### src/rtl/add_round_key_stream.sv
// AES AddRoundKey stage: XORs a streamed state with a stored round key, 1-cycle latency.
// Define ARK_SKID_EN to add a one-entry skid buffer so in_ready_o is registered.
module add_round_key_stream #(
    parameter int WIDTH  = 128,
    parameter int ROUNDS = 10,
    localparam int IDXW  = (ROUNDS + 1 > 1) ? $clog2(ROUNDS + 1) : 1
) (
    input  logic             clk,
    input  logic             rst,
    input  logic             key_wr_en_i,
    input  logic [IDXW-1:0]  key_wr_idx_i,
    input  logic [WIDTH-1:0] key_wr_data_i,
    input  logic             in_valid_i,
    output logic             in_ready_o,
    input  logic [WIDTH-1:0] in_state_i,
    input  logic [IDXW-1:0]  in_round_i,
    output logic             out_valid_o,
    input  logic             out_ready_i,
    output logic [WIDTH-1:0] out_state_o,
    output logic [IDXW-1:0]  out_round_o,
    output logic             idx_err_o
);

    localparam logic [IDXW-1:0] MAX_IDX = IDXW'(ROUNDS);

    logic [WIDTH-1:0] key_q [0:ROUNDS];
    logic             idx_err_q;
    logic             rd_ok, wr_ok, accept;
    logic [WIDTH-1:0] key_sel, res;

    logic             out_valid_q, out_valid_d;
    logic [WIDTH-1:0] out_state_q, out_state_d;
    logic [IDXW-1:0]  out_round_q, out_round_d;

    assign rd_ok  = (in_round_i <= MAX_IDX);
    assign wr_ok  = (key_wr_idx_i <= MAX_IDX);
    assign accept = in_valid_i && in_ready_o;

    // Out-of-range round reads as an all-zero key so the state passes through.
    assign key_sel = rd_ok ? key_q[in_round_i] : '0;
    assign res     = in_state_i ^ key_sel;

    // Key store reads are combinational, so a same-cycle write is seen only next cycle.
    always_ff @(posedge clk) begin
        if (rst) begin
            for (int i = 0; i <= ROUNDS; i++) key_q[i] <= '0;
            idx_err_q <= 1'b0;
        end else begin
            if (key_wr_en_i && wr_ok) key_q[key_wr_idx_i] <= key_wr_data_i;
            if ((key_wr_en_i && !wr_ok) || (accept && !rd_ok)) idx_err_q <= 1'b1;
        end
    end

`ifdef ARK_SKID_EN
    logic             skid_valid_q, skid_valid_d;
    logic [WIDTH-1:0] skid_state_q, skid_state_d;
    logic [IDXW-1:0]  skid_round_q, skid_round_d;

    // Only depends on registered skid occupancy; no path from out_ready_i.
    assign in_ready_o = !rst && !skid_valid_q;

    always_comb begin
        out_valid_d  = out_valid_q;
        out_state_d  = out_state_q;
        out_round_d  = out_round_q;
        skid_valid_d = skid_valid_q;
        skid_state_d = skid_state_q;
        skid_round_d = skid_round_q;
        if (!out_valid_q || out_ready_i) begin
            if (skid_valid_q) begin
                out_valid_d  = 1'b1;
                out_state_d  = skid_state_q;
                out_round_d  = skid_round_q;
                skid_valid_d = 1'b0;
            end else if (accept) begin
                out_valid_d = 1'b1;
                out_state_d = res;
                out_round_d = in_round_i;
            end else begin
                out_valid_d = 1'b0;
            end
        end else if (accept) begin
            skid_valid_d = 1'b1;
            skid_state_d = res;
            skid_round_d = in_round_i;
        end
    end

    always_ff @(posedge clk) begin
        if (rst) begin
            skid_valid_q <= 1'b0;
            skid_state_q <= '0;
            skid_round_q <= '0;
        end else begin
            skid_valid_q <= skid_valid_d;
            skid_state_q <= skid_state_d;
            skid_round_q <= skid_round_d;
        end
    end
`else
    assign in_ready_o = !rst && (!out_valid_q || out_ready_i);

    always_comb begin
        out_valid_d = out_valid_q;
        out_state_d = out_state_q;
        out_round_d = out_round_q;
        if (accept) begin
            out_valid_d = 1'b1;
            out_state_d = res;
            out_round_d = in_round_i;
        end else if (out_ready_i) begin
            out_valid_d = 1'b0;
        end
    end
`endif

    always_ff @(posedge clk) begin
        if (rst) begin
            out_valid_q <= 1'b0;
            out_state_q <= '0;
            out_round_q <= '0;
        end else begin
            out_valid_q <= out_valid_d;
            out_state_q <= out_state_d;
            out_round_q <= out_round_d;
        end
    end

    assign out_valid_o = out_valid_q;
    assign out_state_o = out_state_q;
    assign out_round_o = out_round_q;
    assign idx_err_o   = idx_err_q;

endmodule

### config.mk
export PLATFORM = sky130hd
export DESIGN_NAME = add_round_key_stream
export DESIGN_NICKNAME = d
export VERILOG_FILES = /design/src/rtl/add_round_key_stream.sv
export SDC_FILE = /design/constraint.sdc
export NUM_CORES = 2
export LEC_CHECK = 0
export CELL_PAD_IN_SITES_DETAIL_PLACEMENT = 0
export CELL_PAD_IN_SITES_GLOBAL_PLACEMENT = 1
export CORE_ASPECT_RATIO = 1.4
export CORE_MARGIN = 3
export CORE_UTILIZATION = 50
export CTS_CLUSTER_SIZE = 8
export DETAILED_ROUTE_END_ITERATION = 16
export HOLD_SLACK_MARGIN = 0.05
export PLACE_DENSITY = 0.88
export SLEW_MARGIN = 30
export SYNTH_ARGS = -nofsm -noshare
export SYNTH_HDL_FRONTEND = slang
export SYNTH_SLANG_ARGS = --single-unit
### constraint.sdc
create_clock -name clk -period 8.4 [get_ports clk]
set_clock_uncertainty 0.2 [all_clocks]
set_input_delay 1.68 -clock clk [delete_from_list [all_inputs] [get_ports clk]]
set_output_delay 1.68 -clock clk [all_outputs]
set_load 0.1 [all_outputs]
==> results_dict.tcl <==
set metrics [dict create \
    synth_area_per_cell_um2 11.9 \
    p_leak_nw 28.8 \
    cts_made_buffers 210 \
    worstSetupStartpointType "input pin" \
    root_buffer "clkbuf_16" \
    core_area_um2 134000 \
    synth_cell_types 34 \
    clk_latency_ns 0.81 \
    place.gp.congestion 0.804 \
    drtIter0Drc 4615 \
    r2r_setup_slack_ns 5.43 \
    cts_num_sinks 1542 \
    drv_cap 0 \
    hp-class "flip-flop to flip-flop" \
    synth_common_cells "1506 x nor2_1, 1280 x edfxtp_1, 641 x mux2i_1" \
    htree_levels 4 \
    hold_viol 0 \
    rows 159 \
    grt_pass1_wl_um 286000 \
    rsz0062_at_grt "no" \
    placed_area_um2 72900 \
    yosysTopAreaCellShare_pct 56.7 \
    synth_area_leaders "edfxtp_1 57%, mux2i_1 9.5%, nor2_1 8.3%" \
    r2r_start "out_valid_o" \
    crit_required_ns 8.63 \
    vias 46000 \
    design_area_um2 79200 \
    antenna_found_initial 2 \
    startpoint "key_wr_en_i" \
    viasPerCell 5.85 \
    relSlewSlack_pct 27.0 \
    power.density_nw_per_um2 239 \
    fin_crit_ns 5.79 \
    grt_pass1_vias 45800 \
    die-width_um 317 \
    synth_edf_count 1280 \
    synth_nets 5958 \
    post_cts_resized 0 \
    pin_count 404 \
    cp_max_fo 43 \
    start_util_pct 50.4 \
    finalSetupViolCount 0 \
    dp_hpwl_um 113000 \
    fin_setup_tns_ns 0 \
    dr.pass1.iters 9 \
    portBuffers 403 \
    cts_hold_buf 0 \
    cp_slowest_cell "nand2b_4" \
    max_stage_delay_ns 0.78 \
    status "complete, no violations" \
    worst_pin_slew_ns 1.10 \
    yosysTopAreaCell "edfxtp_1" \
    yosys_register_bits 1542 \
    yosys_warnings 0 \
    seq_area_frac_synth_pct 64.5 \
    cp_data_arrival_time_ns 6.02 \
    die_y_um 441 \
    cts.clk_slew.worst_paths_ns 0.05 \
    syn-cell-area_um2 67700 \
    grt_usage_pct 27.4 \
    drive_gt1_share_pct 6.78 \
    ys_dominant_reg_cell "edfxtp_1" \
    grt-ovfl-total 0 \
    crit_type "input pin to flip-flop" \
    max_freq_mhz 173 \
    grt_max_degree 147 \
    ys_async_sr_fraction_pct 0 \
    netlist_instances 5689 \
    nets 6177 \
    cts_setup_buffers 0 \
    finalMaxSlewViolations 0 \
    drc 0 \
    wire_per_inst_um 24.7 \
    peakVddDrop_v 0.000179 \
    antenna_cells 0 \
    cts.path.max_buffers 3 \
    tritoncts "done" \
    path_cells "clkdlybuf4s50_1, nor2b_4, o21a_4, buf_4, nand3_4, nand2b_4, buf_12, buf_4" \
    routed_wl_um 194000 \
    fin_crit_sh_pct 68.9 \
    area_growth_pct 17.0 \
    cp-end-kind "flip-flop" \
    ant_nets 0 \
    cp_common_cell "buf_4" \
    final_core_util_pct 59.0 \
    dieArea_um2 140000 \
    hp-start "out_round_o[2]" \
    synth_most_common_cell "nor2_1" \
]
## worst paths after layout
path / to / cells past startpoint
max: key_q[5][71] / 8
max reg2reg: out_state_o[61] / 6
min: out_round_o[2] / 2
min reg2reg: out_round_o[2] / 2
## cell usage in the layout (no fill, tap or decap), types with 11 or more instances in the layout
| cell | count |
|---|---|
| nor2_1 | 1504 |
| edfxtp_1 | 1280 |
| mux2i_1 | 641 |
| clkdlybuf4s50_1 | 395 |
| dfxtp_1 | 262 |
| inv_1 | 256 |
| xnor2_1 | 256 |
| clkbuf_16 | 214 |
| nand2_1 | 173 |
| clkbuf_1 | 172 |
| a22oi_1 | 128 |
| o221ai_1 | 128 |
| o22ai_1 | 128 |
| a221o_1 | 128 |
| a21oi_1 | 128 |
| buf_4 | 89 |
| o211ai_1 | 88 |
| buf_2 | 36 |
| buf_12 | 15 |
| nand2b_4 | 11 |
## cell families after synthesis
logic type / share of synthesized area [%]
AND/OR/NAND/NOR: 9.67
flip-flops: 64.5
buffers and inverters: 4.90
AO/OA/AOI/OAI: 8.15
multiplexers: 9.47
XOR/XNOR: 3.31
## critical path, delay by kind of cell
family | cells | cell delay (ns)
and+or+nand+nor | 3 | 1.91
buffers and inverters | 4 | 2.10
AOI/OAI and AO/OA | 1 | 0.24
## state kept, by name, summed over array words and instances, names as in the netlist
| name | count |
|---|---|
| key_q | 1408 |
| out_state_o | 128 |
| out_round_o | 4 |
| idx_err_o | 1 |
| out_valid_o | 1 |
## power breakdown
part           switching (mW)  internal, mW
clock                    3.15          4.75
combinational            1.52         0.688
sequential              0.139          8.72
## metal layers
metal  share of wire [%]  routed length, µm  global-route usage [%]  up-vias
li1                    -                  -                       -    20600
met5                   0                  0                       0        -
met1                  37              72000                    34.0    22800
met3                 8.3              16200                    4.87      415
met4                 4.6               8920                    12.5        0
met2                  50              97200                    46.6     2192
## per-stage QoR
| step | hold slack [ns] | total power [mW] | setup WS (ns) | std cells |
|---|---|---|---|---|
| floorplan | 0.254 | 10.5 | 2.13 | 5689 |
| global placement | 0.233 | 11.2 | 1.87 | 7412 |
| detailed placement | 0.233 | 11.2 | 1.90 | 7445 |
| CTS | 0.242 | 19.1 | 2.75 | 7840 |
| global route | 0.271 | 19.5 | 2.50 | 7862 |
| finish | 0.239 | 19.0 | 2.61 | 7862 |
## area by class of cell
type / count / area (µm²)
well taps: 1771 / 2220
clock inverters: 9 / 139
clock buffers: 386 / 6000
repair buffers: 550 / 5270
flip-flops and latches: 1542 / 43700
multi-input cells: 3347 / 21000
fillers: 10600 / 55100
inverters: 257 / 966
No activity file was read; power rests on OpenSTA's default activity.
